<file path="config.mk">
export PLATFORM = sky130hd
export DESIGN_NAME = capture_stream_arbiter
export DESIGN_NICKNAME = d
export VERILOG_FILES = /design/src/rtl/capture_stream_arbiter.sv
export SDC_FILE = /design/constraint.sdc
export NUM_CORES = 1
export LEC_CHECK = 0
export CORE_AREA = 3 3 514 516
export CTS_BUF_LIST = sky130_fd_sc_hd__clkbuf_4 sky130_fd_sc_hd__clkbuf_8
export DETAILED_ROUTE_END_ITERATION = 12
export DIE_AREA = 0 0 517 519
export GPL_TIMING_DRIVEN = 0
export PLACE_DENSITY = 0.31
export SKIP_CTS_REPAIR_TIMING = 1
export SYNTH_ARGS = -nofsm -noshare
export SYNTH_HDL_FRONTEND = slang
export SYNTH_SLANG_ARGS = --single-unit
</file>
<file path="constraint.sdc">
create_clock -name axi_aclk -period 2.7 [get_ports axi_aclk]
set_input_delay 0.54 -clock axi_aclk [delete_from_list [all_inputs] [get_ports axi_aclk]]
set_output_delay 0.54 -clock axi_aclk [all_outputs]
set_load 0.01 [all_outputs]
</file>
<file path="src/rtl/capture_stream_arbiter.sv">
// Purpose: packet-granular 2:1 AXI-Stream merge of the forward (0) and capture (1) streams.
// Latency: one arbitration cycle in IDLE, then zero-latency combinational pass-through.
// Backpressure: m_axis_tready reaches only the granted slave; grant held until accepted tlast.
// Build option: define CAPTURE_ARB_PKT_COUNTERS_EN to build the per-input packet counters.
module capture_stream_arbiter #(
    parameter int C_M_AXIS_DATA_WIDTH  = 256,
    parameter int C_S_AXIS_DATA_WIDTH  = 256,
    parameter int C_M_AXIS_TUSER_WIDTH = 128,
    parameter int C_S_AXIS_TUSER_WIDTH = 128,
    parameter int C_S_AXI_DATA_WIDTH   = 32
) (
    input  logic                              axi_aclk,
    input  logic                              axi_aresetn,
    input  logic [C_S_AXIS_DATA_WIDTH-1:0]    s_axis_tdata_0,
    input  logic [C_S_AXIS_DATA_WIDTH/8-1:0]  s_axis_tstrb_0,
    input  logic [C_S_AXIS_TUSER_WIDTH-1:0]   s_axis_tuser_0,
    input  logic                              s_axis_tvalid_0,
    output logic                              s_axis_tready_0,
    input  logic                              s_axis_tlast_0,
    input  logic [C_S_AXIS_DATA_WIDTH-1:0]    s_axis_tdata_1,
    input  logic [C_S_AXIS_DATA_WIDTH/8-1:0]  s_axis_tstrb_1,
    input  logic [C_S_AXIS_TUSER_WIDTH-1:0]   s_axis_tuser_1,
    input  logic                              s_axis_tvalid_1,
    output logic                              s_axis_tready_1,
    input  logic                              s_axis_tlast_1,
    output logic [C_M_AXIS_DATA_WIDTH-1:0]    m_axis_tdata,
    output logic [C_M_AXIS_DATA_WIDTH/8-1:0]  m_axis_tstrb,
    output logic [C_M_AXIS_TUSER_WIDTH-1:0]   m_axis_tuser,
    output logic                              m_axis_tvalid,
    input  logic                              m_axis_tready,
    output logic                              m_axis_tlast,
    input  logic                              cfg_strict_prio,
    output logic [C_S_AXI_DATA_WIDTH-1:0]     pkt_count_0,
    output logic [C_S_AXI_DATA_WIDTH-1:0]     pkt_count_1
);

    typedef enum logic {
        IDLE = 1'b0,
        PKT  = 1'b1
    } state_t;

    state_t state_q, state_d;
    logic   grant_q, grant_d;
    logic   last_served_q, last_served_d;
    logic   pkt_done;

    // Accepted end-of-packet beat on the granted input
    assign pkt_done = (state_q == PKT) & m_axis_tvalid & m_axis_tready & m_axis_tlast;

    // State, grant and round-robin history registers
    always_ff @(posedge axi_aclk or negedge axi_aresetn) begin
        if (!axi_aresetn) begin
            state_q       <= IDLE;
            grant_q       <= 1'b0;
            last_served_q <= 1'b1;
        end else begin
            state_q       <= state_d;
            grant_q       <= grant_d;
            last_served_q <= last_served_d;
        end
    end

    // Next state: arbitrate in IDLE, hold the grant until the tlast beat is accepted
    always_comb begin
        state_d       = state_q;
        grant_d       = grant_q;
        last_served_d = last_served_q;
        case (state_q)
            IDLE: begin
                if (s_axis_tvalid_0 | s_axis_tvalid_1) begin
                    state_d = PKT;
                    if (cfg_strict_prio)
                        grant_d = ~s_axis_tvalid_0;
                    else if (s_axis_tvalid_0 & s_axis_tvalid_1)
                        grant_d = ~last_served_q;
                    else
                        grant_d = s_axis_tvalid_1;
                end
            end
            PKT: begin
                if (pkt_done) begin
                    state_d       = IDLE;
                    last_served_d = grant_q;
                end
            end
            default: state_d = IDLE;
        endcase
    end

    // Outputs: datapath always muxed from the grant; valid/ready only live in PKT
    always_comb begin
        m_axis_tdata    = grant_q ? s_axis_tdata_1 : s_axis_tdata_0;
        m_axis_tstrb    = grant_q ? s_axis_tstrb_1 : s_axis_tstrb_0;
        m_axis_tuser    = grant_q ? s_axis_tuser_1 : s_axis_tuser_0;
        m_axis_tlast    = grant_q ? s_axis_tlast_1 : s_axis_tlast_0;
        m_axis_tvalid   = 1'b0;
        s_axis_tready_0 = 1'b0;
        s_axis_tready_1 = 1'b0;
        if (state_q == PKT) begin
            m_axis_tvalid   = grant_q ? s_axis_tvalid_1 : s_axis_tvalid_0;
            s_axis_tready_0 = ~grant_q & m_axis_tready;
            s_axis_tready_1 = grant_q & m_axis_tready;
        end
    end

`ifdef CAPTURE_ARB_PKT_COUNTERS_EN
    localparam logic [C_S_AXI_DATA_WIDTH-1:0] CNT_ONE = {{(C_S_AXI_DATA_WIDTH-1){1'b0}}, 1'b1};

    logic [C_S_AXI_DATA_WIDTH-1:0] cnt_0_q, cnt_1_q;

    // Per-input completed-packet counters, wrapping modulo 2^width
    always_ff @(posedge axi_aclk or negedge axi_aresetn) begin
        if (!axi_aresetn) begin
            cnt_0_q <= '0;
            cnt_1_q <= '0;
        end else if (pkt_done) begin
            if (grant_q)
                cnt_1_q <= cnt_1_q + CNT_ONE;
            else
                cnt_0_q <= cnt_0_q + CNT_ONE;
        end
    end

    assign pkt_count_0 = cnt_0_q;
    assign pkt_count_1 = cnt_1_q;
`else
    assign pkt_count_0 = '0;
    assign pkt_count_1 = '0;
`endif

endmodule

</file>
# Word level (Yosys, flattened, before mapping)
# Index checks and enable logic that the tools add are counted.
[op_classes]
muxes = 13
bitwise = 11
reduce_logical = 2
[op_table]
columns = ["op", "n"]
rows = [
  ["$mux 256", 1],
  ["$mux 128", 1],
  ["$mux 32", 1],
  ["$mux 1", 9],
  ["$and 1x1->1", 6],
  ["$not 1->1", 4],
  ["$reduce_and 2->1", 2],
  ["$pmux 1 s2", 1],
  ["$or 1x1->1", 1],
]
[word_totals]
reg_bits = 3
inputBits = 840

# Depth between registers and ports, before layout
[logic_depth]
word_depth = 7
ltp_mapped = 6
ltp_nobuf = 3

# Worst setup path after synthesis
# No wires, ideal clock.
[synth_timing]
path_type = "register to output"
start = "register grant_q"
end = "output m_axis_tdata[100]"
arrival_time_ns = 1.113
required_time_ns = 2.160
setup_slack_ns = 1.047
path_stages_with_launch = 5
path_buffers = 3
path_cell_list = "dfrtp_1 > buf_4 > buf_6 > buf_6 > mux2_2"
[synth_via]
elab_chain_len = 1
[synth_lines]
columns = ["element", "line", "text"]
rows = [
  ["start, declared", "43", "logic grant_q, grant_d;"],
  ["start signal, assigned", "58", "grant_q <= grant_d;"],
  ["$mux 256", "92", "m_axis_tdata = grant_q ? s_axis_tdata_1 : s_axis_tdata_0;"],
  ["end, declared", "26", "output logic [C_M_AXIS_DATA_WIDTH-1:0] m_axis_tdata,"],
]
# No other way between the ends.

# Worst setup path in the final report
[layout_timing]
start = "register grant_q"
end = "output m_axis_tdata[20]"
# The elaborated chain is that of the path after synthesis.

==> results.txt <==
The clock reaches the later pin of the worst-skew pair after 0.22 ns. The tools report the maximum clock path buffer count as 2. The tool flagged a number of max-cap violations equal to 0.

Highest fanout seen on the critical path: 10. Summing every instance area after synthesis gives 0.00584 mm^2. At the end of the flow, the number of nets in the layout was 2,727.

The worst hold path was traced through 2 stages. The post-route total power is 17.0 mW. Across all layers, the routed design uses 11,500 vias. The worst hold path begins at last_served_q.

For the number of filler instances in the final layout, the log shows 30,100. The transition time at the pin with the least slew margin is 0.783 ns, and the number of routed nets with antenna violations is 0. The tools report the share of the core filled with cells in the final layout as 0.0924. The global-route wire length before repair came out at 226 mm. Walking the worst path, the cells encountered are buf_12 > buf_4 > buf_8 > mux2_2 > clkdlybuf4s50_1. Setup repair after global routing could not meet its margin everywhere.

At the placement stage, the worst setup path has a slack of -0.878 ns. For the count of pins on the block boundary, the log shows 1,324. Yosys printed 0 warnings. In this run the critical register-to-register path is captured at state_q. The tools report the clock network fraction of total power as 0.008.

The sequential-to-total area share from yosys stat is 0.0131, and the die extent in y is 519 um. The die is 517 um wide. The cell count after synthesis came out at 550. Cell internal power was estimated by the tool at 7.57 mW.

The number of hold violations in the final report was 0. The logs give 2.16 ns for the required time of the critical path and 0.260 mm^2 for the core outline area. For this run, the detailed router's first-pass iteration total came to 4.

Row generation in the floorplan step produced 187 rows. The worst clock skew on the final layout is 0.000527 ns, and the portion of the clock cycle consumed by the worst path in the final layout is 1.03. Clock tree synthesis inserted a total of 3 buffers. Final weighted congestion of routability-driven global placement: 0.953.

The number of pins exceeding their max-slew limit in the final report is 0, and the global-route total usage across every layer is 0.143. For this block, the initial DRC count from the detailed router was 559. TritonCTS built the clock tree. Clock tree synthesis selected as its root buffer the cell clkbuf_8.

The fraction of power spent switching nets is 0.556. The shortest period the worst path allows is 2.78 ns. The count of unique library cells instantiated by Yosys was 18. The reg2reg setup slack is 1.26 ns. During placement, the flow inserted port buffers numbering 1,259. The flow ran to the end, but the final reports show violations.

The critical path contains buffers and inverters numbering 4 combined. The placed instances occupy a cell area of 0.0229 mm^2. For this design the static power due to leakage is 10.3 nW.

The routed length per instance works out to 38.1 um. The maximum level of the CTS H-tree is 1. Measured in cells, the most critical reg-to-reg path has a length of 6. Maximum number of pins on one net before global-route repair: 11. On the worst path, the slowest cell contributes a delay of 0.53 ns. STA classifies the critical path startpoint as a register. Detailed placement ended at an HPWL of 195 mm. For this block, the routed nets add up to 203 mm of wire. The initial antenna violation count came out at 257.

Synthesis inferred 3 register bits. The run gives 0.0240 mm^2 as the post-route standard cell area excluding fillers. The critical path in this run is classified as register to output pin. The power share of the combinational group is 0.987. The logs give 0.005 for the sequential power share and 0.0225 for the initial core utilization.

The worst slew margin relative to its limit is 0.477. The worst register-to-register path begins at grant_q. The type of the most critical hold path was register to register.

Power spread over the standard cell area amounts to 710 mW/mm^2. The total overflow left after global routing is 0. Dividing the detail-routed via count by the number of cells gives 2.15.

The via count of the first global-routing pass is 11,300. The run gives 3 as the sink count of the clock tree. Setup violations remaining at the end of the flow were counted as 23. IR analysis of the VDD net gives a maximum drop of 0.286 mV. The critical path's top delay family was buffers and inverters.

The largest individual stage delay along the critical path comes from the cell clkdlybuf4s50_1. Static timing analysis puts the maximum clock frequency at 359 MHz. In this run the mean area of a mapped cell was 10.6 um^2. After detailed routing, the number of remaining DRC violations is 0. For the final routed database, the setup TNS stands at -0.641 ns. The floorplan step defined a die boundary enclosing 0.268 mm^2. The area growth from synthesis to layout is 311%. The tools report the timing startpoint of the critical path as grant_q. The fraction of layout instances using a drive strength above 1 is 0.298, and the switching power of the nets is 9.47 mW.

The tools report the smallest setup slack after layout as -0.0840 ns. STA classifies the critical path endpoint as an output pin. The tools report the worst hold endpoint as last_served_q. At the worst endpoint, the arrival time is 2.24 ns. Clock-pin slew was measured on the worst setup and hold paths at 0.03 ns.

The checks that failed: setup timing.
layer usage:
| metal | GRT usage | wire [um] | vias up |
|---|---|---|---|
| met5 | 0 | 1360 | - |
| li1 | - | - | 4650 |
| met4 | 0.00515 | 3170 | 186 |
| met1 | 0.168 | 79900 | 4956 |
| met3 | 0.0818 | 28300 | 438 |
| met2 | 0.237 | 90500 | 1231 |
registers in the layout, indices dropped and copies added (netlist names):
signal and cells:
grant_q 1, state_q 1, last_served_q 1
cell families (layout without fill, tap and decap cells):
kind of cell | after synthesis | after routing | share of synthesized area
mux | 418 | 418 | 0.806
simple gates | 11 | 11 | 0.00815
buf+inv | 112 | 1385 | 0.167
flops | 3 | 3 | 0.0131
compound gates | 5 | 5 | 0.00514
other cells | 1 | 105 | 0.000643
cells in the final DEF (no fill, tap or decap), drive strengths merged:
cell type,netlist,routed
and3,1,1
mux2i,1,1
mux2,417,417
o21ai,1,1
nand2,4,4
nand3,2,2
a21oi,1,1
inv,1,1
dfrtp,2,2
clkbuf,0,23
conb,1,64
dlymetal6s2s,0,297
nor2,3,3
clkdlybuf4s50,0,943
diode,0,41
dfstp,1,1
nor3,1,1
a31oi,2,2
o31ai,1,1
buf,111,121
power by group through the flow:
stage | Sequential, mW | Clock, mW | Combinational (mW)
floorplan | 0.0761 | 0 | 5.66
global route | 0.0855 | 0.150 | 17.6
detailed placement | 0.0794 | 0 | 17.4
global placement | 0.0790 | 0 | 17.5
CTS | 0.0796 | 0.146 | 17.6
finish | 0.0849 | 0.142 | 16.8
how the worst max path moves through the flow:
stage	to	cells past startpoint
after floorplan	m_axis_tdata[100]	4
after global placement	m_axis_tdata[48]	4
after detailed placement	m_axis_tdata[48]	4
after CTS	m_axis_tdata[48]	4
after global routing	m_axis_tuser[0]	6
final	m_axis_tdata[20]	5
worst min-delay path, cell delays in order, from the launching register on:
cell     delay (ns)
dfstp_2        0.36
o31ai_1        0.06
nand2_1        0.05
layout make-up:
class	count	area, um^2	share of cell area
well taps	3402	4260	0.177
repair buffers	1269	13400	0.557
clock buffers	4	48.8	0.00203
flip-flops and latches	3	76.3	0.00318
inverters	1	3.75	0.000156
multi-input cells	498	5030	0.210
diodes	41	103	0.00428
plain buffers	111	1100	0.0460
Yosys cell counts (all sizes together):
cell   count  area [um^2]
a21oi      1         5.00
buf      111          968
nand3      2         10.0
a31oi      2         12.5
nand2      4         15.0
mux2     417         4700
dfrtp      2         50.1
inv        1         3.75
conb       1         3.75
o21ai      1         5.00
nor2       3         11.3
nor3       1         5.00
dfstp      1         26.3
o31ai      1         7.51
mux2i      1         10.0
and3       1         6.26
through the flow:
| stage | hold slack [ns] | instances |
|---|---|---|
| after global routing | 0.491 | 5295 |
| final | 0.484 | 5329 |
| after global placement | 0.470 | 5274 |
| after detailed placement | 0.472 | 5274 |
| after CTS | 0.477 | 5278 |
| after floorplan | 0.244 | 613 |
(Power assumes the default switching activity.)
